`src/rtl/mem_arbiter.sv`:
```
// Round-robin arbiter sharing one single-ported memory between an instruction-fetch
// port (0) and a load/store port (1), with one outstanding read and a read watchdog.
module mem_arbiter #(
    parameter int unsigned WIDTH   = 32,
    parameter int unsigned DEPTH   = 16,
    parameter int unsigned TIMEOUT = 15,
    localparam int unsigned PW     = $clog2(DEPTH)
) (
    input  logic             clk_i,
    input  logic             rst_i,
    input  logic             p0_req_i,
    input  logic             p0_we_i,
    input  logic [PW-1:0]    p0_pos_i,
    input  logic [WIDTH-1:0] p0_wdata_i,
    output logic             p0_gnt_o,
    output logic [WIDTH-1:0] p0_rdata_o,
    output logic             p0_rvalid_o,
    output logic             p0_rerr_o,
    input  logic             p1_req_i,
    input  logic             p1_we_i,
    input  logic [PW-1:0]    p1_pos_i,
    input  logic [WIDTH-1:0] p1_wdata_i,
    output logic             p1_gnt_o,
    output logic [WIDTH-1:0] p1_rdata_o,
    output logic             p1_rvalid_o,
    output logic             p1_rerr_o,
    output logic             mem_read_en_o,
    output logic [PW-1:0]    mem_read_pos_o,
    input  logic [WIDTH-1:0] mem_read_data_i,
    input  logic             mem_read_valid_i,
    output logic             mem_write_en_o,
    output logic [PW-1:0]    mem_write_pos_o,
    output logic [WIDTH-1:0] mem_write_data_o
);

    localparam int unsigned TW = (TIMEOUT > 2) ? $clog2(TIMEOUT) : 1;

    typedef enum logic {
        IDLE    = 1'b0,
        WAIT_RD = 1'b1
    } state_e;

    state_e           state_q, state_d;
    logic             prio_q, prio_d;
    logic             owner_q, owner_d;
    logic [TW-1:0]    timer_q, timer_d;
    logic [WIDTH-1:0] p0_rdata_q, p0_rdata_d, p1_rdata_q, p1_rdata_d;
    logic             p0_rvalid_q, p0_rvalid_d, p1_rvalid_q, p1_rvalid_d;
    logic             p0_rerr_q, p0_rerr_d, p1_rerr_q, p1_rerr_d;

    logic             win;
    logic             win_we;
    logic [PW-1:0]    win_pos;
    logic [WIDTH-1:0] win_wdata;

    // State and response registers
    always_ff @(posedge clk_i) begin
        if (rst_i) begin
            state_q     <= IDLE;
            prio_q      <= 1'b0;
            owner_q     <= 1'b0;
            timer_q     <= '0;
            p0_rdata_q  <= '0;
            p1_rdata_q  <= '0;
            p0_rvalid_q <= 1'b0;
            p1_rvalid_q <= 1'b0;
            p0_rerr_q   <= 1'b0;
            p1_rerr_q   <= 1'b0;
        end else begin
            state_q     <= state_d;
            prio_q      <= prio_d;
            owner_q     <= owner_d;
            timer_q     <= timer_d;
            p0_rdata_q  <= p0_rdata_d;
            p1_rdata_q  <= p1_rdata_d;
            p0_rvalid_q <= p0_rvalid_d;
            p1_rvalid_q <= p1_rvalid_d;
            p0_rerr_q   <= p0_rerr_d;
            p1_rerr_q   <= p1_rerr_d;
        end
    end

    // Arbitration, memory sequencing and read-return routing
    always_comb begin
        state_d          = state_q;
        prio_d           = prio_q;
        owner_d          = owner_q;
        timer_d          = timer_q;
        p0_rdata_d       = p0_rdata_q;
        p1_rdata_d       = p1_rdata_q;
        p0_rvalid_d      = 1'b0;
        p1_rvalid_d      = 1'b0;
        p0_rerr_d        = 1'b0;
        p1_rerr_d        = 1'b0;
        p0_gnt_o         = 1'b0;
        p1_gnt_o         = 1'b0;
        mem_read_en_o    = 1'b0;
        mem_read_pos_o   = '0;
        mem_write_en_o   = 1'b0;
        mem_write_pos_o  = '0;
        mem_write_data_o = '0;
        win              = (p0_req_i && p1_req_i) ? prio_q : p1_req_i;
        win_we           = win ? p1_we_i : p0_we_i;
        win_pos          = win ? p1_pos_i : p0_pos_i;
        win_wdata        = win ? p1_wdata_i : p0_wdata_i;

        case (state_q)
            IDLE: begin
                if (!rst_i && (p0_req_i || p1_req_i)) begin
                    p0_gnt_o = ~win;
                    p1_gnt_o = win;
                    prio_d   = ~win;
                    if (win_we) begin
                        mem_write_en_o   = 1'b1;
                        mem_write_pos_o  = win_pos;
                        mem_write_data_o = win_wdata;
                    end else begin
                        mem_read_en_o  = 1'b1;
                        mem_read_pos_o = win_pos;
                        state_d        = WAIT_RD;
                        owner_d        = win;
                        timer_d        = '0;
                    end
                end
            end
            WAIT_RD: begin
                timer_d = timer_q + TW'(1);
                if (mem_read_valid_i) begin
                    state_d = IDLE;
                    if (owner_q) begin
                        p1_rdata_d  = mem_read_data_i;
                        p1_rvalid_d = 1'b1;
                    end else begin
                        p0_rdata_d  = mem_read_data_i;
                        p0_rvalid_d = 1'b1;
                    end
                end else if (timer_q == TW'(TIMEOUT - 2)) begin
                    // Abort so the error pulse lands TIMEOUT cycles after the grant
                    state_d = IDLE;
                    if (owner_q) begin
                        p1_rdata_d  = '0;
                        p1_rvalid_d = 1'b1;
                        p1_rerr_d   = 1'b1;
                    end else begin
                        p0_rdata_d  = '0;
                        p0_rvalid_d = 1'b1;
                        p0_rerr_d   = 1'b1;
                    end
                end
            end
            default: state_d = IDLE;
        endcase
    end

    assign p0_rdata_o  = p0_rdata_q;
    assign p1_rdata_o  = p1_rdata_q;
    assign p0_rvalid_o = p0_rvalid_q;
    assign p1_rvalid_o = p1_rvalid_q;
    assign p0_rerr_o   = p0_rerr_q;
    assign p1_rerr_o   = p1_rerr_q;

endmodule

```
`config.mk`:
```
export PLATFORM = sky130hd
export DESIGN_NAME = mem_arbiter
export DESIGN_NICKNAME = d
export VERILOG_FILES = /design/src/rtl/mem_arbiter.sv
export SDC_FILE = /design/constraint.sdc
export NUM_CORES = 1
export LEC_CHECK = 0
export CORE_MARGIN = 2
export CORE_UTILIZATION = 35
export CTS_BUF_LIST = sky130_fd_sc_hd__clkbuf_4 sky130_fd_sc_hd__clkbuf_8 sky130_fd_sc_hd__clkbuf_16
export DETAILED_ROUTE_END_ITERATION = 10
export PLACE_DENSITY = 0.84
export SLEW_MARGIN = 20
export SYNTH_ARGS = -nofsm -noshare
export SYNTH_HDL_FRONTEND = slang
export SYNTH_SLANG_ARGS = --single-unit
```
`constraint.sdc`:
```
create_clock -name clk_i -period 1.5 [get_ports clk_i]
set_input_delay 0.3 -clock clk_i [delete_from_list [all_inputs] [get_ports clk_i]]
set_output_delay 0.3 -clock clk_i [all_outputs]
set_load 0.02 [all_outputs]
```
==> impl_metrics.csv <==
group,metric,value,unit
run_status,status,"finished with violations",
run_status,violations,"negative setup slack",
synthesis,synth_fp_nets,608,
grt,grt_pass1_wl,27820,um
timing,finalMaxSlewViolations,0,
clock_tree,clk_pin_slew_worst_paths,0.06,ns
timing,fmax,473.6,MHz
grt,grt_pass1_vias,5288,
timing,finalClockSkew,0.004247,ns
synthesis,yosys.area_share.adder,0.006305,
synthesis,synth_area_per_cell,8.018,um^2
final_layout,synthToLayoutAreaGrowth,103.9,%
grt,grt_start_max_net_pins,76,
synthesis,yosysWarnings,0,
power_and_ir_drop,power_leakage,3.309,nW
clock_tree,clk_latency,0.33,ns
synthesis,yosys_register_bits,75,
grt,overflow,0,
place,portBuffers,222,
die,die_area,0.01221,mm^2
power_and_ir_drop,power.total,6.312,mW
routing,wl_per_cell,19.57,um
timing,setup_tns,-22.99,ns
synthesis,synth_edf_count,0,
routing,ant_nets,0,
routing,via_count,5273,
flow_run,drv_cap,0,
grt,antenna_found_initial,0,
clock_tree,cts.sinks,75,
final_layout,layout.nets,867,
place,gp_congestion,0.8256,
worst_setup_path,endpoint_kind,"output pin",
synthesis,async_reset_ff_frac,0,
routing,avgViaCountPerCell,5.872,
routing,drt_iter0_drc,500,
worst_setup_path,crit_type,"reg -> out",
grt,grt_usage,0.2764,
place,dp_hpwl,11540,um
clock_tree,cts_buffers,9,
synthesis,synth_xor_area_frac,0.004414,
final_layout,final_cell_mix,"clkdlybuf4s50_1, nand3_1, dfxtp_1",
synthesis,synth-simple-area-share,0.1630,
power_and_ir_drop,vdd_drop_max,0.9969,mV
final_layout,diodes,0,
timing,min_period,2.112,ns
synthesis,ys_seq_area_frac,0.3783,
timing,setup_violations,45,
die,start_util,0.3629,
clock_tree,htree_levels,3,
synthesis,synthFlopType,"dfxtp_1",
worst_setup_path,crit_fanout,5,
synthesis,synth_compound_area_frac,0.3578,
final_layout,final_common_cell,"clkdlybuf4s50_1",
timing,setup_slack,-0.6117,ns
timing,tightest_slew,0.7743,ns
clock_tree,cts_tree,"built",
synthesis,synth_top_family_by_area,"compound AO/OA/AOI/OAI gates",
clock_tree,clock-root-buffer,"clkbuf_16",
die,rows,38,
worst_setup_path,startpoint_type,"flop",
routing,drcViolationCount,0,
synthesis,synthMuxAreaShare,0,
synthesis,netlist_area,0.003969,mm^2
routing,wl,17570,um
die,pin_count,223,
timing,period_share,1.408,
timing,hold_viol,0,
routing,first_pass_iters,6,
die,chipHeight,110.5,um
power_and_ir_drop,cellPowerDensity,779.9,mW/mm^2
clock_tree,clock_path_buffers,2,
worst_setup_path,cp.required,1.20,ns
synthesis,synth_cell_type_count,41,
final_layout,drive_gt1_frac,0.3166,
die,die_w,110.5,um
die,core_area,0.01094,mm^2
worst_setup_path,critPathArrivalTime,1.81,ns
clock_tree,holdBufCountCts,0,
worst_hold_path,min_path_type,"reg -> reg",
timing,slew_headroom,0.4838,
timing,rsz0062_at_grt,"true",
synthesis,synthCells,495,
==> cells in the mapped netlist, types with 2 or more instances <==
master     count  area [um^2]
a2111oi_1      4        40.04
a21oi_1       67        335.3
a221oi_1      20        175.2
a221oi_2      16        240.2
a311oi_1       2        17.52
and2_1         2        12.51
buf_1          3        11.26
buf_2         23        115.1
buf_4          3        22.52
buf_6          6        67.56
clkbuf_1      29        108.9
clkbuf_2       2        10.01
dfxtp_1       75         1501
ha_1           2        25.02
inv_1          5        18.77
nand2_1        2        7.510
nand2b_1       2        12.51
nand3_1      103        515.5
nand4_1        2        12.51
nor3_1         4        20.02
o21ai_0       81        405.4
o21ai_1       16        80.08
o21ai_2        6        52.55
o41ai_1        2        17.52
xor2_1         2        17.52
==> critical path, cell delays in order, from the launching register on <==
cell      delay, ns
dfxtp_2        0.33
and2b_4        0.31
o21ai_4        0.10
buf_12         0.15
buf_16         0.14
a221oi_4       0.29
buf_6          0.16
==> layout make-up <==
cell class / count / area [um^2]
flip-flops and latches: 75 / 1506
repair buffers: 313 / 3188
multi-input cells: 349 / 2883
inverters: 6 / 25.02
well taps: 140 / 175.2
clock inverters: 5 / 77.57
fillers: 728 / 2841
clock buffers: 10 / 239.0
==> sequential cells by signal, indices dropped and copies added (netlist names) <==
register / count
p1_rerr_o: 1
p1_rvalid_o: 1
prio_q: 1
p0_rvalid_o: 1
timer_q: 4
p1_rdata_o: 32
owner_q: 1
p0_rdata_o: 32
state_q: 1
p0_rerr_o: 1
==> repair_timing <==
item | 4_1_cts | 5_1_grt
buffers inserted | 17 | 5
setup endpoints to repair | 142 | 109
pin swaps | 9 | 46
gates cloned | 6 | 4
hold endpoints to repair | 0 | 0
resized for setup | 358 | 72
==> routing by layer <==
layer	track usage	up-vias	part of all wire
met5	0	-	0
met4	0.1050	0	0.032
met3	0.07739	51	0.096
met2	0.4933	310	0.51
met1	0.3118	2514	0.36
li1	-	2398	-
==> worst paths after layout <==
path,from,end,slack [ns],cells after the start
setup / recovery,prio_q$_SDFFE_PP0P_,mem_write_data_o[13],-0.61,6
hold reg to reg,p0_rdata_o[21]$_SDFFE_PP0P_,p0_rdata_o[21]$_SDFFE_PP0P_,0.47,2
hold / removal,p0_rdata_o[21]$_SDFFE_PP0P_,p0_rdata_o[21]$_SDFFE_PP0P_,0.47,2
setup reg to reg,prio_q$_SDFFE_PP0P_,prio_q$_SDFFE_PP0P_,-0.15,11
==> cell families (layout without fill, tap and decap cells) <==
logic type	count (synthesis)	after routing
AOI/OAI and AO/OA	220	220
and+or+nand+nor	124	125
DFF	75	75
buffers and inverters	72	334
adders and majority gates	2	2
xor gates and xnor gates	2	2
==> power breakdown <==
group	leakage, nW	internal [mW]	switching, mW
clock network	0.154	1.49	0.808
registers	0.608	2.05	0.0364
logic	2.55	0.935	1.00
==> through the flow <==
step | setup slack (ns) | instance area, um^2 | cells | hold WS, ns | util
6_report | -0.6117 | 8094 | 898 | 0.4731 | 0.7402
5_1_grt | -0.6720 | 8094 | 898 | 0.4929 | 0.7402
3_5_place_dp | -1.215 | 7293 | 852 | 0.4670 | 0.6669
3_3_place_gp | -1.152 | 7293 | 852 | 0.4601 | 0.6669
4_1_cts | -0.6185 | 7866 | 890 | 0.4751 | 0.7193
2_1_floorplan | -0.1458 | 4662 | 495 | 0.4610 | -
(Power assumes the default switching activity.)
